## src/rtl/alu_seq_pkg.sv

```systemverilog
// Shared types for the ALU operand sequencer: FSM state encoding and ALU function codes.
// No logic; function codes pass through the sequencer unchanged.
// No flow control.
package alu_seq_pkg;

    typedef enum logic [1:0] {
        IDLE = 2'd0,
        EXEC = 2'd1,
        WB   = 2'd2
    } state_t;

    localparam logic [3:0] FUNC_ADD  = 4'd0;
    localparam logic [3:0] FUNC_SUB  = 4'd1;
    localparam logic [3:0] FUNC_AND  = 4'd2;
    localparam logic [3:0] FUNC_OR   = 4'd3;
    localparam logic [3:0] FUNC_XOR  = 4'd4;
    localparam logic [3:0] FUNC_NOR  = 4'd5;
    localparam logic [3:0] FUNC_NAND = 4'd6;
    localparam logic [3:0] FUNC_XNOR = 4'd7;
    localparam logic [3:0] FUNC_SHL  = 4'd8;
    localparam logic [3:0] FUNC_SHR  = 4'd9;
    localparam logic [3:0] FUNC_SAR  = 4'd10;
    localparam logic [3:0] FUNC_ROL  = 4'd11;
    localparam logic [3:0] FUNC_ROR  = 4'd12;
    localparam logic [3:0] FUNC_MUL  = 4'd13;
    localparam logic [3:0] FUNC_PASS = 4'd14;
    localparam logic [3:0] FUNC_HAMM = 4'd15;

endpackage

```

## src/rtl/alu_seq_regfile.sv

```systemverilog
// NREG x N register bank: two combinational operand reads, one debug read, one synchronous write.
// Reads are zero-latency; a write becomes visible after the clock edge.
// No backpressure; write enable is always honoured.
module alu_seq_regfile #(
    parameter int N    = 8,
    parameter int NREG = 16,
    parameter int AW   = $clog2(NREG)
) (
    input  logic          clk,
    input  logic          rst_n,
    input  logic [AW-1:0] ra_addr,
    input  logic [AW-1:0] rb_addr,
    input  logic [AW-1:0] dbg_addr,
    output logic [N-1:0]  ra_data,
    output logic [N-1:0]  rb_data,
    output logic [N-1:0]  dbg_data,
    input  logic          we,
    input  logic [AW-1:0] wa,
    input  logic [N-1:0]  wd
);

    logic [N-1:0] regs [NREG];

    always_ff @(posedge clk) begin
        if (!rst_n) begin
            for (int i = 0; i < NREG; i++) begin
                regs[i] <= '0;
            end
        end else if (we) begin
            regs[wa] <= wd;
        end
    end

    assign ra_data  = regs[ra_addr];
    assign rb_data  = regs[rb_addr];
    assign dbg_data = regs[dbg_addr];

endmodule

```

## src/rtl/alu_operand_sequencer.sv

```systemverilog
// Issue stage for a combinational ALU: reads operands, captures RES, writes back (flags under ALU_SEQ_FLAGS_EN).
// ALU command occupies IDLE->EXEC->WB (3 cycles), immediate load IDLE->WB (2 cycles).
// cmd_ready is high only in IDLE; one command in flight, no queueing.
module alu_operand_sequencer
    import alu_seq_pkg::*;
#(
    parameter  int N    = 8,
    parameter  int NREG = 16,
    localparam int AW   = $clog2(NREG)
) (
    input  logic          clk,
    input  logic          rst_n,
    input  logic          cmd_valid,
    output logic          cmd_ready,
    input  logic          cmd_ld,
    input  logic [3:0]    cmd_func,
    input  logic [AW-1:0] cmd_rs,
    input  logic [AW-1:0] cmd_rt,
    input  logic [AW-1:0] cmd_rd,
    input  logic [N-1:0]  cmd_imm,
    output logic [N-1:0]  alu_a,
    output logic [N-1:0]  alu_b,
    output logic [3:0]    alu_func,
    input  logic [N-1:0]  alu_res,
    output logic          wb_done,
    output logic [N-1:0]  wb_data,
    input  logic [AW-1:0] dbg_addr,
    output logic [N-1:0]  dbg_data
`ifdef ALU_SEQ_FLAGS_EN
    ,
    output logic          flag_z,
    output logic          flag_n
`endif
);

    state_t        state, state_nxt;
    logic          accept;
    logic [AW-1:0] rd_q;
    logic [N-1:0]  pend_q;
    logic [N-1:0]  rs_data, rt_data;

    always_ff @(posedge clk) begin
        if (!rst_n) state <= IDLE;
        else        state <= state_nxt;
    end

    always_comb begin
        state_nxt = state;
        case (state)
            IDLE:    if (cmd_valid) state_nxt = cmd_ld ? WB : EXEC;
            EXEC:    state_nxt = WB;
            WB:      state_nxt = IDLE;
            default: state_nxt = IDLE;
        endcase
    end

    always_comb begin
        cmd_ready = (state == IDLE);
        wb_done   = (state == WB);
    end

    assign accept  = cmd_valid && cmd_ready;
    assign wb_data = pend_q;

    // Operands are held outside EXEC; a load only touches the pending result.
    always_ff @(posedge clk) begin
        if (!rst_n) begin
            alu_a    <= '0;
            alu_b    <= '0;
            alu_func <= '0;
            rd_q     <= '0;
            pend_q   <= '0;
        end else begin
            if (accept) begin
                rd_q <= cmd_rd;
                if (cmd_ld) begin
                    pend_q <= cmd_imm;
                end else begin
                    alu_a    <= rs_data;
                    alu_b    <= rt_data;
                    alu_func <= cmd_func;
                end
            end
            if (state == EXEC) pend_q <= alu_res;
        end
    end

`ifdef ALU_SEQ_FLAGS_EN
    logic ld_q;

    always_ff @(posedge clk) begin
        if (!rst_n) begin
            ld_q   <= 1'b0;
            flag_z <= 1'b0;
            flag_n <= 1'b0;
        end else begin
            if (accept) ld_q <= cmd_ld;
            if (state == WB && !ld_q) begin
                flag_z <= (pend_q == '0);
                flag_n <= pend_q[N-1];
            end
        end
    end
`endif

    alu_seq_regfile #(
        .N    (N),
        .NREG (NREG),
        .AW   (AW)
    ) u_regfile (
        .clk      (clk),
        .rst_n    (rst_n),
        .ra_addr  (cmd_rs),
        .rb_addr  (cmd_rt),
        .dbg_addr (dbg_addr),
        .ra_data  (rs_data),
        .rb_data  (rt_data),
        .dbg_data (dbg_data),
        .we       (wb_done),
        .wa       (rd_q),
        .wd       (pend_q)
    );

endmodule

```

## config.mk

```make
export PLATFORM = sky130hd
export DESIGN_NAME = alu_operand_sequencer
export DESIGN_NICKNAME = d
export VERILOG_FILES = /design/src/rtl/alu_seq_pkg.sv /design/src/rtl/alu_seq_regfile.sv /design/src/rtl/alu_operand_sequencer.sv
export SDC_FILE = /design/constraint.sdc
export NUM_CORES = 1
export LEC_CHECK = 0
export ABC_AREA = 1
export CAP_MARGIN = 20
export CORE_MARGIN = 5
export CORE_UTILIZATION = 35
export DETAILED_ROUTE_END_ITERATION = 12
export PLACE_DENSITY = 0.63
export SYNTH_ARGS = -nofsm -noshare
export SYNTH_HDL_FRONTEND = slang
export SYNTH_SLANG_ARGS = --single-unit
```

## constraint.sdc

```tcl
create_clock -name clk -period 2.2 [get_ports clk]
set_input_delay 0.66 -clock clk [delete_from_list [all_inputs] [get_ports clk]]
set_output_delay 0.66 -clock clk [all_outputs]
set_load 0.05 [all_outputs]
```

## Word-level counts from Yosys, hierarchy flattened

Memory sizes are Yosys's and may differ from the RTL's. A register that Yosys moved wholly into a read port is not among the register bits.
Index checks and enable logic that the tools add are counted.

| operators by class | value |
|---|---|
| reduce and logical (&&, ||, !) cells | 9 |
| eq/ne operators | 3 |
| muxes and demuxes | 13 |
| bitwise operators | 1 |

Operators with widths:

| operator | count |
|---|---|
| $mux 8 | 4 |
| $reduce_or 8->1 | 1 |
| $mux 1 | 5 |
| $mux 2 | 2 |
| $mux 4 | 1 |
| $pmux 2 s2 | 1 |
| $reduce_and 2->1 | 2 |
| $reduce_bool 2->1 | 2 |
| $eq 2x1->1 const B | 1 |
| $eq 2x2->1 const B | 1 |
| $logic_not 1->1 | 2 |
| $logic_not 2->1 | 1 |
| $ne 2x2->1 const B | 1 |
| $logic_and 1x1->1 | 1 |
| $not 1->1 | 1 |

| storage, ports and cells | value |
|---|---|
| RAM bits | 128 |
| memories | 1 |
| register bits after elaboration | 18 |

Memory list:

| name | depth | bits a word | rd ports | clocked after memory_dff | write ports | line | text |
|---|---|---|---|---|---|---|---|
| u_regfile.regs | 16 | 8 | 3 | 2 | 16 | alu_seq_regfile.sv:22 | `logic [N-1:0] regs [NREG];` |

## Depth between registers and ports, before layout

Gate-level depths: netlist (run 1).

| logic depth | value |
|---|---|
| depth after elaboration | 6 |
| gate-level depth with buffers | 9 |

## Modules after synthesis

From an unflattened synthesis (run 1), not the netlist that was laid out.

| second synthesis, totals | value |
|---|---|
| cells, all modules | 1512 |
| area total of the unflattened synthesis | 10208.5 µm² |

Modules (own cells, without submodules):

| module | area each (µm²) | times used | seq. area each (µm²) | cells each |
|---|---|---|---|---|
| alu_seq_regfile | 8708.4 | 1 | 3843.7 | 1276 |
| alu_operand_sequencer | 1500.2 | 1 | 680.7 | 236 |

## Worst setup path after synthesis (run 1)

Ideal clock, no wire load.

| timing | value |
|---|---|
| path type | input-to-output |
| start | input dbg_addr[1] |
| end | output dbg_data[0] |
| stages | 6 |
| path slack | -0.298 ns |
| data arrival time | 1.838 ns |
| required time | 1.540 ns |
| buffers on the path | 2 |
| cell sequence | clkbuf_1 -> buf_1 -> o211ai_1 -> nand3_1 -> nand3_1 -> nand2_1 |

| on the way | value |
|---|---|
| word-level cells in the longest chain between the ends | 1 |

Ends and longest elaborated chain:

| element | line | text |
|---|---|---|
| start, declared | alu_operand_sequencer.sv:27 | `input logic [AW-1:0] dbg_addr,` |
| $mem_v2 16x8 | n/a |  |
| end, declared | alu_operand_sequencer.sv:28 | `output logic [N-1:0] dbg_data` |

Every way passes these cells.

## Worst setup path after layout (run 1)

| timing | value |
|---|---|
| start | input dbg_addr[1] |
| end | output dbg_data[4] |

The elaborated chain is that of the path after synthesis.

==> metrics.cfg, run 1 <==
[clock_tree]
clock-sinks = 162
cts.path.max_buffers = 2
clk_pin_slew_ps = 70
cts_setup_buffers = 0
cts-root-buf = clkbuf_16
cts_buffers = 17
clk_latency_ps = 440
h-tree-depth = 4
tritoncts = done

[cells_and_area]
fin_area_um2 = 12600
fin_nets = 1488
n_fill_cell = 2781
final-seq-area_um2 = 4520
multiInputGateArea_um2 = 4680
drive_above_1_share = 0.145
num_antenna_cells = 0
instances_no_fill = 1838
area_delta_synth_final_pct = 26.9

[placed_design]
post_dp_cell_area_um2 = 11800
dp_cells = 1801
dpl.hpwl_um = 25200
place.gp.congestion = 0.902
port_buffers = 77

[routing]
ant_nets = 0
drt-total-wl_um = 35000
route.detailed.drc = 0
drtIter0Drc = 1590
via_per_inst = 5.32
wl_per_cell_um = 19.0
drt_first_pass_iters = 6
routed-via-count = 9777

[status]
outcome = finished with violations
violations = setup timing

[yosys]
syn-num-nets = 1407
yosys.area_share.simple = 0.359
synth_compound_area_frac = 0.0834
yosysWarnings = 0
synth_cells = 1367
syn-cell-area_um2 = 9970
synth_xor_area_frac = 0
yosysSeqAreaShare = 0.454
synth-seq-cells = 162
synth_top_family_by_area = simple AND/OR/NAND/NOR gates
synthMuxAreaShare = 0
syn_avg_cell_area_um2 = 7.29
synth_fa_ha_area_frac = 0
ys_types = 22

[pwr]
max-vdd-ir-drop_mv = 0.462
p_leak_nw = 5.69
fin_total_pwr_mw = 8.09
power_density_nw_per_um2 = 640

[grt]
grt_pass1_wl_um = 53200
first_global_vias = 8921
overflow = 0
antenna_found_initial = 0
grt_max_degree = 65
groute.usage.overall = 0.219

[critical_path]
start_kind = primary input
path_max_fanout = 7
crit_type = primary input to primary output
crit_path_end_kind = primary output
critical_path_required_ps = 1540
worstPathArrival_ps = 1730

[sta]
period_needed_ps = 2390
post-route-period-util = 1.08
tightest_slew_ps = 747
clock.fmax_mhz = 419
rsz0062_at_grt = true
slew_viol_final = 0
hold_ws_ps = 504
final-setup-viol-count = 8
layout_setup_ws_ps = -186
hold_viol_final = 0
setup-tns-final_ps = -1310
slew-limit-headroom = 0.502
skew_ps = 18.5

[job]
max_cap_violations = 0

[hold_path]
min_path_type = flip-flop to flip-flop

[floorplanning]
start_util = 0.357
core.rowCount = 61
pin_count = 78
fp.dieH_um = 179
die_w_um = 179
core_region_area_um2 = 27900
die-area_um2 = 31900

-- layout make-up --
cell class	instances	area share
Sequential cell	162	0.358
Inverter	171	0.0508
Tap cell	378	0.0374
Multi-Input combinational cell	942	0.370
Timing Repair Buffer	154	0.142
Clock inverter	14	0.00841
Clock buffer	17	0.0336
-- sequential cells by signal, summed over array words and instances, names as in the netlist --
name,flops
u_regfile.regs,128
alu_a,8
alu_b,8
wb_data,8
alu_func,4
rd_q,4
state,2
-- what timing repair did --
item,4_1_cts,5_1_grt
cloned,7,0
endpoints found under the setup margin,28,8
pin swaps,32,22
resized for setup,81,24
hold buffers,0,0
-- cell usage after synthesis --
master      n  share of area
a31oi_1     8         0.0050
nand3_1   297           0.15
buf_4       3         0.0023
nor3_4      4         0.0065
edfxtp_1  128           0.39
buf_6       1         0.0011
nor2_1    142          0.053
inv_2       4         0.0015
nand2_2     1        0.00063
clkbuf_1   60          0.023
buf_1       8         0.0030
buf_2      20          0.010
a21oi_1    36          0.018
dfxtp_1    34          0.068
and2_1      1        0.00063
o21ai_0    48          0.024
nand2_1   338           0.13
nor2_4      2         0.0023
nand2_4    17          0.019
inv_1     167          0.063
o21a_1     16          0.012
o211ai_1   32          0.024
-- cells by family (layout without fill, tap and decap cells) --
group | Yosys count | after routing
flip-flops | 162 | 162
AO/OA/AOI/OAI | 140 | 140
AND/OR/NAND/NOR | 802 | 802
buffers and inverters | 263 | 356
-- cell usage in the layout, fill, tap and decap left out, drive strengths merged --
cell / instances
clkbuf: 17
a31oi: 8
bufbuf: 1
o21a: 16
nor2: 144
clkinv: 7
nand2: 356
dfxtp: 34
nor3: 4
nand3: 297
a21oi: 36
dlygate4sd2: 22
clkinvlp: 2
o21ai: 48
clkdlybuf4s50: 32
inv: 176
edfxtp: 128
and2: 1
o211ai: 32
buf: 99
-- report_power, final --
| group | internal, mW | leakage, nW | switching (mW) |
|---|---|---|---|
| registers | 3.43 | 1.60 | 0.0919 |
| clock network | 1.45 | 0.260 | 1.33 |
| logic | 0.635 | 3.83 | 1.15 |
-- path summary, 6_finish.rpt --
path | depth (start not counted) | to | from | slack [ps]
hold reg to reg | 2 | rd_q[1] | rd_q[1] | 500
hold / removal | 2 | rd_q[1] | rd_q[1] | 500
setup / recovery | 9 | dbg_data[4] | dbg_addr[1] | -190
setup reg to reg | 6 | u_regfile.regs[12][4] | state[1] | 250
-- through the flow --
step,util,worst slack (ps)
global route,0.453,-233
global placement,0.421,-360
CTS,0.451,-155
finish,0.453,-186
floorplan,-,0.685
detailed placement,0.421,-381
-- layer usage --
metal / global-route usage / vias to the layer above / part of all wire
met5: 0 / - / 0
met4: 0.0790 / 0 / 0.034
met3: 0.0472 / 76 / 0.11
met2: 0.316 / 553 / 0.42
met1: 0.322 / 4496 / 0.43
li1: - / 4652 / -
-- worst max-delay path, cell delays in order --
cell and delay [ps]:
buf_12 120, buf_12 150, buf_8 140, a21oi_1 100
o21ai_0 110, nand3_1 100, nand3_2 100, nand2_4 110
buf_12 140
Note: power is estimated with default switching activity, not from simulation.
==> run 2: changes to the inputs <==
--- a/config.mk
+++ b/config.mk
@@ -5,12 +5,11 @@
 export SDC_FILE = /design/constraint.sdc
 export NUM_CORES = 1
 export LEC_CHECK = 0
-export ABC_AREA = 1
 export CAP_MARGIN = 20
 export CORE_MARGIN = 5
 export CORE_UTILIZATION = 35
 export DETAILED_ROUTE_END_ITERATION = 12
-export PLACE_DENSITY = 0.63
+export PLACE_DENSITY = 0.64
 export SYNTH_ARGS = -nofsm -noshare
 export SYNTH_HDL_FRONTEND = slang
 export SYNTH_SLANG_ARGS = --single-unit
==> constraint.sdc (replaced) <==
create_clock -name clk -period 2.2 [get_ports clk]
set_input_delay 0.44 -clock clk [delete_from_list [all_inputs] [get_ports clk]]
set_output_delay 0.44 -clock clk [all_outputs]
set_load 0.05 [all_outputs]
==> run 2 against run 1 <==
The flow still finishes with violations (setup timing). Flip-flop and latch count did not move. First-iteration DRC count fell by 55%. Synthesized area down 6.1%. Sequential share of layout area grew 3.3 points. Largest power group unchanged. Routed wire length fell by 19%. Register-to-register slack improved by 20 ps. Synthesized cell count shrank 56%. Worst hold slack got worse by 33 ps. Maximum frequency is 6.0% lower. Power fell by 5.3%.
==> metrics.cfg, run 2 <==
[yosys]
yosysSeqAreaShare = 0.483  ; +0.0295
ys_types = 34  ; +55%
synth-seq-cells = 162  ; unchanged
synth_most_common_cell = and2_1
synth_top_area_cell = edfxtp_1
synthTopCellsByArea = edfxtp_1 (41%), mux4_2 (18%), and2_1 (8.6%), mux4_1 (7.9%), dfxtp_1 (7.3%)
syn-num-nets = 645  ; -54%
netlist_top_cells_count = and2_1 (129), edfxtp_1 (128), mux4_2 (76)
syn-cell-area_um2 = 9360  ; -6.1%
synth-main-ff-cell = edfxtp_1
synth_cells = 605  ; -56%
syn_avg_cell_area_um2 = 15.5  ; +110%
synth_edf_count = 128  ; unchanged
yosysTopAreaCellShare = 0.411  ; +0.0251
synth-async-reset-ratio = 0  ; unchanged
yosysWarnings = 0  ; unchanged

[cells_and_area]
largest_reg_flops = 128  ; unchanged
num_antenna_cells = 0  ; unchanged
layout_common_cells = and2_1 (129), edfxtp_1 (128), mux4_2 (102)
n_fill_cell = 2286  ; -18%
final_common_cell = and2_1
area_delta_synth_final_pct = 23.8
fin_nets = 772  ; -48%
drive_above_1_share = 0.353  ; +0.208
top_register = u_regfile.regs

[grt]
overflow = 0  ; unchanged
groute.usage.overall = 0.189  ; -0.0301
first_global_vias = 6575  ; -26%
antenna_found_initial = 0  ; unchanged
grt_pass1_wl_um = 42300  ; -20%
grt_max_degree = 55  ; -15%

[routing]
route.detailed.drc = 0  ; unchanged
wl_met1_um = 11300  ; -25%
routed-via-count = 6287  ; -36%
wl_met2_um = 13100  ; -12%
ant_nets = 0  ; unchanged
met3_length_um = 3240  ; -15%
drtIter0Drc = 723  ; -55%
highest_layer = met4
wl_per_cell_um = 26.4  ; +38%
drt_first_pass_iters = 5  ; -1
drt-total-wl_um = 28500  ; -19%
via_per_inst = 5.82  ; +9.4%

[sta]
tightest_slew_ps = 649  ; -98.1 ps
setup-tns-final_ps = -2290  ; -979 ps
rsz0062_at_grt = true
clock.fmax_mhz = 394  ; -6.0%
final-setup-viol-count = 8  ; unchanged
hold_viol_final = 0  ; unchanged
skew_ps = 8.68  ; -9.81 ps
slew-limit-headroom = 0.568  ; +0.0659
layout_setup_ws_ps = -339  ; -153 ps
period_needed_ps = 2540  ; +153 ps
post-route-period-util = 1.15  ; +0.0693
slew_viol_final = 0  ; unchanged

[critical_path]
critical_path_required_ps = 1760  ; +220 ps
crit_path_end_kind = primary output
worstSetupPathDepth = 3  ; -6
start_kind = flip-flop
crit_type = flip-flop to primary output
worstPathArrival_ps = 2100  ; +370 ps
path_max_fanout = 3  ; -4
cpMostUsedCell = mux4_2
crit_slowest_cell = mux4_2
crit_family = multiplexers
rr_worst_depth = 4  ; -2
path_cells = mux4_2, mux4_2, buf_6
path_buf_inv = 1  ; -3
cp_slowest_stage_delay_ps = 510  ; +360 ps

[status]
outcome = finished with violations
violations = setup timing

[pwr]
power_frac_seq = 0.462  ; +0.027
power_density_nw_per_um2 = 661  ; +3.4%
power.switching_mw = 2.00  ; -22%
clkPwrFrac = 0.367  ; +0.023
p_leak_nw = 4.21  ; -26%
p_int_mw = 5.66  ; +2.6%
power.share.combinational = 0.171  ; -0.050
switching_share = 0.262  ; -0.0563
max-vdd-ir-drop_mv = 0.446  ; -3.3%

[floorplanning]
core_region_area_um2 = 26200  ; -6.2%
start_util = 0.357  ; about the same
die-area_um2 = 30100  ; -5.8%
pin_count = 78  ; unchanged
fp.dieH_um = 174  ; -2.9%
die_w_um = 174  ; -2.9%
core.rowCount = 59  ; -3.3%

[hold_path]
min_path_cells = 2  ; unchanged
min_path_type = flip-flop to flip-flop

[clock_tree]
cts_buffers = 17  ; unchanged
cts-root-buf = clkbuf_16
clk_pin_slew_ps = 60  ; about the same
h-tree-depth = 4  ; unchanged
clk_latency_ps = 430  ; about the same
clock-sinks = 162  ; unchanged
tritoncts = done
cts.path.max_buffers = 2  ; unchanged

[job]
max_cap_violations = 0  ; unchanged

[placed_design]
dpl.hpwl_um = 19500  ; -23%
place_ws_ps = -477  ; -96.2 ps
port_buffers = 77  ; unchanged
place.gp.congestion = 0.878  ; -2.7%

-- run 2: per-layer routing --
layer  track usage  vias up
met3        0.0676       57
met2         0.291      393
met1         0.249     3156
met5             0        -
met4        0.0645        0
li1              -     2681
-- run 2: what timing repair did --
item | CTS | global route
hold endpoints to repair | 0 | 0
hold buffers | 0 | 0
gates cloned | 1 | 2
setup buffers | 6 | 4
endpoints found under the setup margin | 8 | 8
pin swaps | 0 | 0
resized for setup | 12 | 4
-- run 2: worst min-delay path, cell delays in order (launching register included) --
cell	delay (ps)
dfxtp_1	310
nand2_1	50
a21boi_0	70
-- run 2: path summary, 6_finish.rpt --
path / startpoint / endpoint / slack [ps]
setup reg to reg: state[1] / u_regfile.regs[12][1] / 270
hold / removal: alu_func[1] / alu_func[1] / 470
setup / recovery: u_regfile.regs[15][5] / dbg_data[5] / -340
hold reg to reg: alu_func[1] / alu_func[1] / 470
-- run 2: cell type report --
cell class / count / area [um^2] / share of cell area
clock inverter: 8 / 81.3 / 0.00702
tap: 335 / 419 / 0.0362
sequential: 162 / 4520 / 0.390
clock buffer: 24 / 472 / 0.0407
timing repair buffer: 159 / 1600 / 0.138
multi-input combinational: 392 / 4490 / 0.387
-- run 2: through the flow --
stage                     power (mW)  hold WS, ps   util  instances  area (um^2)
final                           7.66          470  0.442       1080        11600
after global routing            7.94          504  0.442       1080        11600
after CTS                       7.70          473  0.439       1074        11500
after detailed placement        4.87          464  0.413       1035        10800
after global placement          4.84          452  0.413       1035        10800
after floorplan                 4.37          497      -        605         9290
-- run 2: cells by family after synthesis --
logic type,synth area share
simple gates,0.147
flops,0.483
mux,0.310
buf+inv,0.0266
compound gates,0.0337
-- run 2: power groups by stage --
stage / sequential, mW / clock [mW] / combinational, mW
finish: 3.54 / 2.81 / 1.31
global route: 3.55 / 3.00 / 1.39
CTS: 3.54 / 2.86 / 1.30
detailed placement: 3.60 / 0 / 1.26
global placement: 3.59 / 0 / 1.24
floorplan: 3.66 / 0 / 0.711
==> RTL change, RTL diff (flow settings as in run 2) <==
The 3 states of `state_t` get a one-hot encoding in 3 bits.
--- a/src/rtl/alu_seq_pkg.sv
+++ b/src/rtl/alu_seq_pkg.sv
@@ -4,8 +4,8 @@
 package alu_seq_pkg;
 
-    typedef enum logic [1:0] {
-        IDLE = 2'd0,
-        EXEC = 2'd1,
-        WB   = 2'd2
+    typedef enum logic [2:0] {
+        IDLE = 3'b001,
+        EXEC = 3'b010,
+        WB   = 3'b100
     } state_t;
 
Check against the original RTL: no difference found for any inputs over 4 cycles, from zero or initial values and one cycle with rst_n low; so few cycles prove little.
==> RTL change against run 2 <==
The flow still finishes with violations (setup timing). Count of clock-buffer cells in the layout is 7 lower. Area after synthesis is 0.88% higher. Via count is 6.5% higher. Clock skew is 0.0074 ns higher. Fmax hardly changed. Worst setup slack worse by 0.0010 ns. Die area is 0.83% higher. Sequential cell count is 1 higher. Design area is 1.6% higher. Critical path depth stayed put. Total power is 3.1% higher. Routed wire length is 6.6% higher. Clock power is 8.2% higher. Critical path type unchanged. Highest routed layer unchanged.
==> RTL change: results (changes against run 2) <==
* Status: finished with violations (unchanged)
* Failing checks: setup timing (unchanged)
* Port Buffer Count at 77 (unchanged)
* Largest net degree at the start of global routing at 37 (was 55)
* Clock network power at 3.04 mW (was 2.81 mW)
* Post-synthesis net count at 657 (was 645)
* Post-Syn Area per Cell at 15.3 µm² (was 15.5 µm²)
* Vias in the first global route at 6950 (was 6575)
* Final Skew at 0.0161 ns (was 0.00868 ns)
* Global-route wire length before repair at 44500 µm (was 42300 µm)
* Starting DRC count in detailed routing at 963 (was 723)
* Seq/Total Area, Yosys at 48.1% (was 48.3%)
* Clock Pin Slew Worst Setup and Hold Paths at 0.08 ns (was 0.06 ns)
* Worst setup margin at -0.340 ns (was -0.339 ns)
* Peak VDD IR at 0.469 mV (was 0.446 mV)
* Worst Path Max Fanout at 3 (unchanged)
* Sw frac at 27.3% (was 26.2%)
* Count of nets after finishing at 790 (was 772)
* WL per Instance at 27.5 µm (was 26.4 µm)
* Synth cell types at 37 (was 34)
* Drt via density at 6.06 (was 5.82)
* Dpl cells at 1065 (was 1035)
* Pre-CTS setup slack at -0.577 ns (was -0.477 ns)
* Most area-consuming cells after synthesis: edfxtp_1 (41%), mux4_2 (21%), and2_1 (8.5%) (was edfxtp_1 (41%), mux4_2 (18%), and2_1 (8.6%))
* Leak at 4.29 nW (was 4.21 nW)
* Routed WL at 30400 µm (was 28500 µm)
* GRT Overall Usage at 19.9% (was 18.9%)
* Layout cells sized above 1 at 35.4% (was 35.3%)
* Power Density at 671 nW/µm² (was 661 nW/µm²)
* Seq. pwr at 3.55 mW (was 3.54 mW)
* # setup viols final at 8 (unchanged)
* Setup TNS at -2.36 ns (was -2.29 ns)
* Final HPWL DP at 20600 µm (was 19500 µm)
* Post-DP Area at 11100 µm² (was 10800 µm²)
* Placer Congestion at 0.890 (was 0.878)
* Post-synth top cells: and2_1 (129), edfxtp_1 (128), mux4_2 (87) (was and2_1 (129), edfxtp_1 (128), mux4_2 (76))
RTL change: changes by cell type after synthesis, moves of 11 or more:
cell	delta
a211oi_1	+16
o211ai_1	+16
nand3_1	-14
mux4_1	-12
mux4_2	+11
RTL change: cells by family after synthesis:
logic type	Yosys count	share of synthesized area, %
simple gates	190	13.8
flops	163	48.1
mux	144	29.7
compound gates	62	4.80
buf+inv	58	3.58
RTL change: final cells by class:
| class | count | area [µm²] |
|---|---|---|
| Clock buffer | 17 | 425 |
| Clock inverter | 15 | 170 |
| Fill cell | 2400 | 14900 |
| Inverter | 2 | 7.51 |
| Multi-Input combinational cell | 396 | 4520 |
| Sequential cell | 163 | 4540 |
| Tap cell | 341 | 427 |
| Timing Repair Buffer | 170 | 1690 |
RTL change: critical path: stages (launching register included):
cell and delay [ns]:
edfxtp_1 0.41, mux4_4 0.59, mux4_2 0.49, buf_6 0.17
RTL change: path summary, 6_finish.rpt:
| kind | endpoint | cells past startpoint | start | slack [ns] |
|---|---|---|---|---|
| worst max-delay path | dbg_data[0] | 3 | u_regfile.regs[6][0] | -0.34 |
| worst min-delay path | rd_q[0] | 2 | rd_q[0] | 0.47 |
| worst max register to register | u_regfile.regs[13][3] | 5 | rd_q[1] | 0.21 |
| worst min register to register | rd_q[0] | 2 | rd_q[0] | 0.47 |
RTL change: timing repair:
action	4_1_cts	5_1_grt
gates cloned	1	0
endpoints found under the hold margin	0	0
buffers inserted	4	2
setup endpoints to repair	8	8
resized for setup	12	2
RTL change: per-layer routing:
layer / routed length (µm) / up-vias / track usage [%]
li1: - / 2751 / -
met1: 11500 / 3395 / 26.1
met2: 14600 / 468 / 32.3
met3: 3160 / 81 / 4.98
met4: 1060 / 0 / 7.32
met5: 0 / - / 0
